File: config.mk
export PLATFORM = sky130hd
export DESIGN_NAME = adder
export DESIGN_NICKNAME = d
export VERILOG_FILES = /design/src/rtl/adder_cla4.sv /design/src/rtl/adder.sv
export SDC_FILE = /design/constraint.sdc
export NUM_CORES = 1
export LEC_CHECK = 0
export BUFFER_PORTS_ARGS = -buffer_cell sky130_fd_sc_hd__buf_2
export CAP_MARGIN = 20
export CORE_MARGIN = 2
export CORE_UTILIZATION = 47
export CTS_BUF_LIST = sky130_fd_sc_hd__clkbuf_2 sky130_fd_sc_hd__clkbuf_4 sky130_fd_sc_hd__clkbuf_8
export CTS_CLUSTER_DIAMETER = 120
export DETAILED_ROUTE_END_ITERATION = 7
export GPL_ROUTABILITY_DRIVEN = 1
export PLACE_DENSITY_LB_ADDON = 0.05
export SLEW_MARGIN = 20
export SYNTH_ARGS = -nofsm -noshare
export SYNTH_HDL_FRONTEND = slang
export SYNTH_SLANG_ARGS = --single-unit
File: constraint.sdc
create_clock -name clk -period 4.1 [get_ports clk]
set_input_delay 0.615 -clock clk [delete_from_list [all_inputs] [get_ports clk]]
set_output_delay 0.615 -clock clk [all_outputs]
set_load 0.02 [all_outputs]
File: src/rtl/adder_cla4.sv
`default_nettype none
// ============================================================================
//  Module   : adder_cla4
//  Purpose  : 4-bit carry-lookahead slice. Produces the 4-bit sum for its
//             nibble plus the group generate/propagate terms consumed by the
//             second-level lookahead unit in the parent adder.
//  Ports    : i_a, i_b  - 4-bit addend nibbles
//             i_cin     - carry into bit 0 of this nibble
//             o_sum     - 4-bit sum
//             o_g       - group generate (nibble creates a carry by itself)
//             o_p       - group propagate (nibble passes i_cin through)
//  Revision : 1.0 - initial release
// ============================================================================
module adder_cla4 (
    input  logic [3:0] i_a,
    input  logic [3:0] i_b,
    input  logic       i_cin,
    output logic [3:0] o_sum,
    output logic       o_g,
    output logic       o_p
);

    logic [3:0] w_g;
    logic [3:0] w_p;
    logic [3:0] w_c;

    assign w_g = i_a & i_b;
    assign w_p = i_a ^ i_b;

    // Fully expanded lookahead: every internal carry depends only on the
    // bit-level g/p terms and i_cin, never on a neighbouring carry.
    assign w_c[0] = i_cin;
    assign w_c[1] = w_g[0] | (w_p[0] & i_cin);
    assign w_c[2] = w_g[1] | (w_p[1] & w_g[0]) | (w_p[1] & w_p[0] & i_cin);
    assign w_c[3] = w_g[2] | (w_p[2] & w_g[1]) | (w_p[2] & w_p[1] & w_g[0])
                  | (w_p[2] & w_p[1] & w_p[0] & i_cin);

    assign o_sum = w_p ^ w_c;

    assign o_g = w_g[3] | (w_p[3] & w_g[2]) | (w_p[3] & w_p[2] & w_g[1])
               | (w_p[3] & w_p[2] & w_p[1] & w_g[0]);
    assign o_p = &w_p;

endmodule
`default_nettype wire

File: src/rtl/adder.sv
`default_nettype none
// ============================================================================
//  Module   : adder
//  Purpose  : 32-bit carry-lookahead adder with carry-in/carry-out and a
//             signed-overflow flag. Sum, carry and overflow are combinational
//             (zero latency); a registered copy of all three is provided for
//             pipelined consumers (one cycle latency, synchronous reset).
//  Ports    : clk       - system clock, rising edge
//             reset     - synchronous active-high reset (registered outputs)
//             operand1  - addend A (unsigned or two's complement)
//             operand2  - addend B
//             cin       - carry into bit 0
//             result    - combinational operand1 + operand2 + cin (mod 2^32)
//             cout      - combinational carry out of bit 31
//             overflow  - combinational signed overflow
//             result_q  - registered result
//             cout_q    - registered cout
//             ovf_q     - registered overflow
//  Revision : 1.0 - initial release
// ============================================================================
module adder #(
    localparam int WIDTH = 32
) (
    input  logic             clk,
    input  logic             reset,
    input  logic [WIDTH-1:0] operand1,
    input  logic [WIDTH-1:0] operand2,
    input  logic             cin,
    output logic [WIDTH-1:0] result,
    output logic             cout,
    output logic             overflow,
    output logic [WIDTH-1:0] result_q,
    output logic             cout_q,
    output logic             ovf_q
);

    localparam int GROUPS = WIDTH / 4;
    localparam int BLOCKS = GROUPS / 4;

    logic [GROUPS-1:0] w_gg;       // per-nibble group generate
    logic [GROUPS-1:0] w_gp;       // per-nibble group propagate
    logic [GROUPS:0]   w_c;        // carry into each nibble; w_c[GROUPS] = cout
    logic [WIDTH-1:0]  w_sum;

    logic [WIDTH-1:0]  r_result;
    logic              r_cout;
    logic              r_ovf;

    // ------------------------------------------------------------------
    // First level: eight 4-bit lookahead slices.
    // ------------------------------------------------------------------
    generate
        for (genvar gi = 0; gi < GROUPS; gi++) begin : g_grp
            adder_cla4 u_cla4 (
                .i_a   (operand1[4*gi +: 4]),
                .i_b   (operand2[4*gi +: 4]),
                .i_cin (w_c[gi]),
                .o_sum (w_sum[4*gi +: 4]),
                .o_g   (w_gg[gi]),
                .o_p   (w_gp[gi])
            );
        end
    endgenerate

    // ------------------------------------------------------------------
    // Second level: group carries c4..c32. Nibbles are handled in blocks
    // of four; inside a block every group carry is a flat expansion of the
    // group g/p terms and the block carry-in, so only the carry from one
    // 16-bit block to the next is chained.
    // ------------------------------------------------------------------
    assign w_c[0] = cin;

    generate
        for (genvar bi = 0; bi < BLOCKS; bi++) begin : g_blk
            localparam int B = 4 * bi;
            assign w_c[B+1] = w_gg[B] | (w_gp[B] & w_c[B]);
            assign w_c[B+2] = w_gg[B+1] | (w_gp[B+1] & w_gg[B])
                            | (w_gp[B+1] & w_gp[B] & w_c[B]);
            assign w_c[B+3] = w_gg[B+2] | (w_gp[B+2] & w_gg[B+1])
                            | (w_gp[B+2] & w_gp[B+1] & w_gg[B])
                            | (w_gp[B+2] & w_gp[B+1] & w_gp[B] & w_c[B]);
            assign w_c[B+4] = w_gg[B+3] | (w_gp[B+3] & w_gg[B+2])
                            | (w_gp[B+3] & w_gp[B+2] & w_gg[B+1])
                            | (w_gp[B+3] & w_gp[B+2] & w_gp[B+1] & w_gg[B])
                            | (w_gp[B+3] & w_gp[B+2] & w_gp[B+1] & w_gp[B] & w_c[B]);
        end
    endgenerate

    assign result = w_sum;
    assign cout   = w_c[GROUPS];

    // Signed overflow: operands share a sign and the sum's sign differs.
    assign overflow = (operand1[WIDTH-1] == operand2[WIDTH-1])
                   && (w_sum[WIDTH-1] != operand1[WIDTH-1]);

    // ------------------------------------------------------------------
    // Registered copy for pipelined consumers.
    // ------------------------------------------------------------------
    always_ff @(posedge clk) begin
        if (reset) begin
            r_result <= '0;
            r_cout   <= 1'b0;
            r_ovf    <= 1'b0;
        end else begin
            r_result <= w_sum;
            r_cout   <= w_c[GROUPS];
            r_ovf    <= overflow;
        end
    end

    assign result_q = r_result;
    assign cout_q   = r_cout;
    assign ovf_q    = r_ovf;

endmodule
`default_nettype wire

==> impl_metrics.ini, run 1 <==
[power]
swShare = 0.389
power_frac_comb = 0.485
clkPwrFrac = 0.204
p_leak_nw = 1.80
irDropWorstVdd_mv = 0.174
p_int_uw = 749
pwr-share-seq = 0.312
switching_power_uw = 477
p_per_area_mw_per_mm2 = 356
finalPower_mw = 1.23

[run]
max_cap_viol_count = 0

[global_routing]
grt_first_pass_wirelength_mm = 9.60
grt_max_degree = 41
antenna_found_initial = 0
grtUsageTotal = 0.199
grt_overflow_total = 0
grt_pass1_vias = 2330

[sta]
fmax_mhz = 254
fin_crit_ns = 3.94
drv_slew = 0
min_period_over_period = 0.961
tns_ns = 0
slew_headroom = 0.498
grt_setup_unrepaired = no
tightest_slew_ns = 0.753
hold_viol_final = 0
setup_viol = 0

[finish]
final_layout_size_suffix_gt1_frac = 0.441
fin_util = 0.674
multiInputGateArea_mm2 = 0.00177
fillers = 446
areaGrowthSynthToFinish_pct = 37.6
register_area_um2 = 681
nets = 521
antenna_cells = 0

[yosys]
ys_ff_latch = 34
synth.area.mux_share = 0.0310
netlist_area_mm2 = 0.00250
syn_area_per_cell_um2 = 9.47
synth_cells = 264
synth_top_family_by_area = adder cells
synth_ff_type = dfxtp_1
synth_simple_gate_area_frac = 0.195
synthAdderAreaFrac = 0.224
synth-seq-area-share = 0.272
yosysWarnings = 0
synthArstFlopShare = 0
syn_nets = 371
synth-compound-area-share = 0.190
synth_cell_types = 49
synthXorXnorAreaFrac = 0.0595
synth-edff-count = 0

[clocking]
cts.sinks = 34
path_clk_slew_ns = 0.07
h-tree-depth = 2
cts_made_buffers = 5
cts.path.max_buffers = 2
tritoncts = done
cts_root_buf = clkbuf_8

[setup_path]
start_kind = input port
required_ns = 3.48
path_class = input port to output pin
cp_cell_sequence = buf_2 > ha_1 > and4_1 > a221oi_2 > o21ai_2 > o2111a_2 > o2111a_1 > o21a_1 > or2_2 > fa_2 > buf_2
cp_slowest_cell = fa_2
endpoint = result[28]
cp_common_cell = buf_2
endpoint_kind = output pin
critPathLaunch = operand1[7]
arrival_ns = 3.32
critPathMaxStageDelay_ns = 0.53
path_max_fanout = 4

[placement]
gp_congestion = 0.752
dpl.hpwl_mm = 4.73
io_buffers = 134

[floorplan]
initial_utilization = 0.490
core_mm2 = 0.00511
core.rowCount = 26
io_pins = 135
fp.dieW_um = 77.0
die_area_mm2 = 0.00592
die_h_um = 77.0

[route]
wl_mm = 5.74
post_drt_wl_per_cell_um = 11.9
ant_nets = 0
drc = 0
drt_iter0_drc = 70
vias = 2427
viasPerCell = 5.02
dr.pass1.iters = 4

[worst_hold_path]
min-delay-path-class = input port to register

[outcome]
status = completed
-- worst min-delay path by stage --
stage,depth (start not counted),from,slack [ns],to
floorplan,2,reset,0.86,ovf_q
global placement,1,result_q[30],1.03,result_q[30]
detailed placement,1,result_q[12],1.03,result_q[12]
CTS,3,operand2[4],0.74,result_q[4]
global route,3,operand2[12],0.77,result_q[12]
finish,3,operand2[4],0.74,result_q[4]
-- power groups by stage --
stage	Sequential [mW]	Clock, mW	Combinational (mW)
after CTS	0.383	0.258	0.592
after global routing	0.387	0.269	0.651
final	0.382	0.250	0.594
after detailed placement	0.389	0	0.590
after floorplan	0.448	0	0.339
after global placement	0.389	0	0.585
-- final cells by class --
cell class,count,share of cell area
clock buffer,6,0.0240
inverter,12,0.0131
multi-input combinational,213,0.514
sequential,34,0.198
tap,70,0.0254
timing repair buffer,148,0.226
-- Yosys cell counts (4+ instances only) --
cell,number,area (um^2)
dfxtp_1,34,681
ha_1,32,400
nor2b_1,26,163
nor2_1,16,60.1
a21oi_1,13,65.1
inv_1,12,45.0
nor3_1,12,60.1
xor2_1,10,87.6
fa_1,8,160
a21o_1,7,52.6
nand2_1,7,26.3
xnor2_1,7,61.3
mux2_2,6,67.6
nand3_1,6,30.0
o21ai_0,6,30.0
o21a_1,5,37.5
or2_2,5,31.3
clkbuf_1,4,15.0
o211ai_1,4,30.0
-- metal layers --
metal  up-vias  track usage  share of wire
met1      1082        0.200           0.38
met3         7       0.0682          0.094
met5         -            0              0
met2        90        0.373           0.51
met4         0       0.0764          0.015
li1       1248            -              -
-- cell families after synthesis --
group	after synthesis
mux	7
fa+ha+maj	40
simple gates	88
xor+xnor	17
flops	34
buf+inv	17
compound gates	61
-- cells in the final DEF, fill, tap and decap left out, types with 10 or more instances in the layout --
master and count:
inv_1 12, nor3_1 12, nor2b_1 26, dfxtp_1 34, buf_4 15, nor2_1 16, a21oi_1 12, xor2_1 10
ha_1 31, buf_2 133
-- worst max-delay path: cells and delay by family --
kind                       cells  cell delay [ns]
AOI/OAI and AO/OA              5             1.09
adders and majority gates      2             0.83
buffers and inverters          2             0.26
and+or+nand+nor                2             0.52
-- stage by stage --
step           std cells  setup WS, ns  hold slack, ns  instance area (um^2)
3_5_place_dp         475        0.0559            1.03                  3320
5_1_grt              483        0.0250           0.773                  3440
4_1_cts              481        0.0330           0.737                  3410
3_3_place_gp         475         0.113            1.03                  3320
6_report             483         0.161           0.742                  3440
2_1_floorplan        264         0.180           0.856                  2500
-- timing repair --
item / 4_1_cts / 5_1_grt
hold buffers: 0 / 0
setup buffers: 0 / 2
gates resized for setup: 0 / 5
endpoints found under the setup margin: 0 / 2
-- flip-flops by register name, indices dropped and copies added, names as in the netlist --
signal / count
result_q: 32
cout_q: 1
ovf_q: 1
No activity file was read; power rests on OpenSTA's default activity.
==> run 2, diff against run 1 <==
--- a/config.mk
+++ b/config.mk
@@ -8,8 +8,7 @@
 export BUFFER_PORTS_ARGS = -buffer_cell sky130_fd_sc_hd__buf_2
 export CAP_MARGIN = 20
 export CORE_MARGIN = 2
-export CORE_UTILIZATION = 47
-export CTS_BUF_LIST = sky130_fd_sc_hd__clkbuf_2 sky130_fd_sc_hd__clkbuf_4 sky130_fd_sc_hd__clkbuf_8
+export CORE_UTILIZATION = 45
 export CTS_CLUSTER_DIAMETER = 120
 export DETAILED_ROUTE_END_ITERATION = 7
 export GPL_ROUTABILITY_DRIVEN = 1
==> impl_metrics.ini, run 2 (same netlist as run 1, synthesis figures left out) <==
[outcome]
status = completed

[sta]
grt_setup_unrepaired = no
tightest_slew_ns = 0.743
setup_viol = 0
fmax_mhz = 252
hold_viol_final = 0
tns_ns = 0
slew_headroom = 0.505
hold_ws_ns = 0.753
fin_crit_ns = 3.96
drv_slew = 0
min_period_over_period = 0.967

[route]
dr.pass1.iters = 4
ant_nets = 0
vias = 2438
drc = 0
viasPerCell = 5.03
wl_mm = 5.92
drt_iter0_drc = 28
post_drt_wl_per_cell_um = 12.2

[power]
irDropWorstVdd_mv = 0.186
pwr-share-seq = 0.313
p_leak_nw = 1.80
switching_power_uw = 473
swShare = 0.388
clkPwrFrac = 0.202
p_per_area_mw_per_mm2 = 356
power_frac_comb = 0.485
finalPower_mw = 1.22
p_int_uw = 747

[finish]
final_common_cell = buf_2
antenna_cells = 0
final_cell_mix = buf_2, dfxtp_1, ha_1
largest_reg_flops = 32
final_layout_size_suffix_gt1_frac = 0.436
areaGrowthSynthToFinish_pct = 37.1
nets = 521
fillers = 516

[floorplan]
core_mm2 = 0.00544
die_h_um = 78.6
fp.dieW_um = 78.6
die_area_mm2 = 0.00617
core.rowCount = 27
initial_utilization = 0.460
io_pins = 135

[placement]
gp_congestion = 0.792
io_buffers = 134
dpl.hpwl_mm = 4.92

[clocking]
tritoncts = done
cts.path.max_buffers = 2
cts_root_buf = clkbuf_8
path_clk_slew_ns = 0.07
h-tree-depth = 2
cts_made_buffers = 5
cts.sinks = 34

[setup_path]
arrival_ns = 3.35
endpoint_kind = output pin
start_kind = input port
required_ns = 3.48
path_max_fanout = 4
path_class = input port to output pin

[global_routing]
grt_first_pass_wirelength_mm = 9.56
grt_max_degree = 41
grt_overflow_total = 0
grtUsageTotal = 0.194
grt_pass1_vias = 2304
antenna_found_initial = 0

[run]
max_cap_viol_count = 0

[worst_hold_path]
min-delay-path-class = input port to register
==> run 2: path summary, 6_finish.rpt <==
| check | start | endpoint | depth (start not counted) |
|---|---|---|---|
| max | operand1[11] | result[29] | 12 |
| min | operand2[28] | result_q[28] | 3 |
==> run 2: through the flow <==
stage	setup slack, ns	utilization	cells	area, um^2
floorplan	0.180	-	264	2500
global placement	0.0997	0.613	478	3330
detailed placement	0.0710	0.613	478	3330
CTS	0.0500	0.628	484	3420
global route	0.00954	0.630	485	3430
finish	0.137	0.630	485	3430
==> run 2: power groups by stage <==
| stage | clock (mW) | sequential, mW | combinational, mW |
|---|---|---|---|
| 2_1_floorplan | 0 | 0.448 | 0.339 |
| 3_3_place_gp | 0 | 0.389 | 0.587 |
| 3_5_place_dp | 0 | 0.390 | 0.594 |
| 4_1_cts | 0.259 | 0.383 | 0.596 |
| 5_1_grt | 0.269 | 0.385 | 0.648 |
| 6_report | 0.246 | 0.382 | 0.592 |
==> run 2: area by class of cell <==
| type | count | area [um^2] | share of cell area |
|---|---|---|---|
| Inverter | 12 | 45.0 | 0.0131 |
| Clock buffer | 6 | 82.6 | 0.0241 |
| Timing Repair Buffer | 148 | 778 | 0.227 |
| Multi-Input combinational cell | 213 | 1750 | 0.511 |
| Sequential cell | 34 | 681 | 0.199 |
| Tap cell | 72 | 90.1 | 0.0263 |
==> run 2: what timing repair did <==
action	4_1_cts	5_1_grt
buffers inserted	0	1
setup endpoints to repair	0	1
hold buffers	0	0
gates resized for setup	0	3
==> run 2: worst max-delay path: stages <==
cell and delay (ns):
buf_2 0.10, ha_1 0.34, a21oi_2 0.16, o21ai_1 0.12
a221oi_4 0.35, o221ai_2 0.16, o2111a_1 0.28, o21a_1 0.20
or2_2 0.28, fa_1 0.37, xor2_1 0.18, buf_4 0.17
==> run 2: metal layers <==
metal	global-route usage	vias to the layer above	wire length (um)
met1	0.210	1102	2360
met5	0	-	0
met3	0.0644	9	480
met2	0.348	79	2970
met4	0.0702	0	114
li1	-	1248	-
==> run 3, diff against run 2 <==
--- a/config.mk
+++ b/config.mk
@@ -16,4 +16,5 @@
 export SLEW_MARGIN = 20
 export SYNTH_ARGS = -nofsm -noshare
 export SYNTH_HDL_FRONTEND = slang
+export SYNTH_HIERARCHICAL = 1
 export SYNTH_SLANG_ARGS = --single-unit
==> constraint.sdc (replaced) <==
create_clock -name clk -period 4.1 [get_ports clk]
set_input_delay 0.615 -clock clk [delete_from_list [all_inputs] [get_ports clk]]
set_output_delay 0.615 -clock clk [all_outputs]
set_load 0.1 [all_outputs]
==> impl_metrics.ini, run 3 <==
[outcome]
status = completed

[global_routing]
grtUsageTotal = 0.189
use_met2 = 0.336
grt_max_degree = 36
use_met3 = 0.0517
grt_first_pass_wirelength_mm = 9.27
use_met1 = 0.217
grt_overflow_total = 0
grt-busiest-layer = met2
grt_pass1_vias = 2159
antenna_found_initial = 0

[route]
ant_nets = 0
drc = 0
drt_iter0_drc = 44
dr.pass1.iters = 4
viasPerCell = 4.81
vias = 2313
wl_mm = 5.71
post_drt_wl_per_cell_um = 11.9

[yosys]
synth-seq-area-share = 0.271
synthArstFlopShare = 0
synth_top_area_share = 0.271
netlist_area_mm2 = 0.00251
synth_ff_type = dfxtp_1
synth_cells = 268
synth_cell_types = 25
syn_nets = 383
ys_ff_latch = 34
synth.most_common_cell = ha_1
synth.area.top_cells = dfxtp_1, ha_1, nor2b_1, fa_1, a21o_1
synth-edff-count = 0
synth_common_cells = ha_1, dfxtp_1, nor2b_1, inv_1, a21o_1
netlist.top_cell.by_area = dfxtp_1
yosysWarnings = 6
syn_area_per_cell_um2 = 9.36

[finish]
design_area_mm2 = 0.00363
nets = 523
areaGrowthSynthToFinish_pct = 45.0
final_cell_mix = buf_2, ha_1, dfxtp_1
final_cells = 481
fillers = 480
final_common_cell = buf_2
largest_reg_flops = 32
fin_util = 0.668
antenna_cells = 0
final_layout_size_suffix_gt1_frac = 0.438

[placement]
io_buffers = 134
dpl.hpwl_mm = 4.68
gp_congestion = 0.796
placed_cell_area_mm2 = 0.00353
dp.cells = 472

[power]
p_per_area_mw_per_mm2 = 571
clkPwrFrac = 0.126
switching_power_mw = 1.24
irDropWorstVdd_mv = 0.331
swShare = 0.599
p_leak_nw = 2.03
pwr-share-seq = 0.186
p_int_uw = 832
power_frac_comb = 0.688

[sta]
min_period_over_period = 0.952
setup_viol = 0
hold_viol_final = 0
fin_crit_ns = 3.90
tightest_slew_ns = 0.639
slew_headroom = 0.574
fmax_mhz = 256
drv_slew = 0
hold_ws_ns = 0.766
tns_ns = 0
grt_setup_unrepaired = no

[clocking]
tritoncts = done
cts_root_buf = clkbuf_8
cts_made_buffers = 5
cts.sinks = 34
cts.path.max_buffers = 2
ctsHoldBuffers = 0
h-tree-depth = 2
path_clk_slew_ns = 0.07

[floorplan]
die_area_mm2 = 0.00619
initial_utilization = 0.461
fp.dieW_um = 78.6
io_pins = 135
core_mm2 = 0.00544
core.rowCount = 27
die_h_um = 78.6

[worst_hold_path]
min-delay-path-class = input port to register

[setup_path]
endpoint_kind = output pin
start_kind = input port
path_max_fanout = 5
required_ns = 3.48
arrival_ns = 3.29
path_class = input port to output pin

[run]
max_cap_viol_count = 0
[run 3: power groups by stage]
| stage | clock, mW | sequential (mW) | combinational [mW] |
|---|---|---|---|
| detailed placement | 0 | 0.393 | 1.43 |
| global placement | 0 | 0.392 | 1.42 |
| global route | 0.283 | 0.390 | 1.48 |
| floorplan | 0 | 0.730 | 0.816 |
| finish | 0.263 | 0.386 | 1.43 |
| CTS | 0.276 | 0.386 | 1.43 |
[run 3: per-layer routing]
layer	vias up	part of all wire	wire length, um
li1	1184	-	-
met1	1039	0.42	2410
met2	84	0.49	2780
met3	6	0.080	458
met4	0	0.011	64
met5	-	0	0
[run 3: worst max-delay path, stage by stage]
cell and delay, ns:
buf_2 0.10, ha_1 0.36, a21oi_2 0.19, nand2_1 0.07
a21o_1 0.17, a21o_1 0.22, nand4_1 0.13, nand3_2 0.16
a31oi_4 0.21, inv_2 0.07, a21o_1 0.21, inv_1 0.09
fa_1 0.41, inv_1 0.11, buf_12 0.18
[run 3: stage by stage]
stage               power (mW)  setup WS, ns
finish                    2.08         0.198
global route              2.16       0.00875
CTS                       2.10        0.0622
detailed placement        1.82        0.0814
global placement          1.81         0.141
floorplan                 1.55        -0.242
[run 3: path summary, 6_finish.rpt]
path / from / end / slack [ns] / cells after the start
min: operand2[31] / ovf_q / 0.77 / 4
max: operand1[2] / result[28] / 0.20 / 15
[run 3: repair_timing]
| action | 4_1_cts | 5_1_grt |
|---|---|---|
| setup endpoints to repair | 0 | 3 |
| resized for setup | 0 | 2 |
| buffers inserted | 0 | 1 |
[run 3: area by class of cell]
type | count | area (um^2) | area share
repair buffers | 136 | 836 | 0.230
clock inverters | 1 | 5.00 | 0.00138
multi-input cells | 198 | 1810 | 0.499
inverters | 33 | 124 | 0.0341
well taps | 72 | 90.1 | 0.0248
clock buffers | 7 | 86.3 | 0.0238
flip-flops and latches | 34 | 681 | 0.187
[run 3: cell families (layout without fill, tap and decap cells)]
family	after synthesis	after routing	synth area share
AOI/OAI and AO/OA	44	44	0.131
xor gates and xnor gates	24	24	0.0838
adders and majority gates	48	48	0.263
buffers and inverters	36	177	0.0539
DFF	34	34	0.271
and+or+nand+nor	82	82	0.197
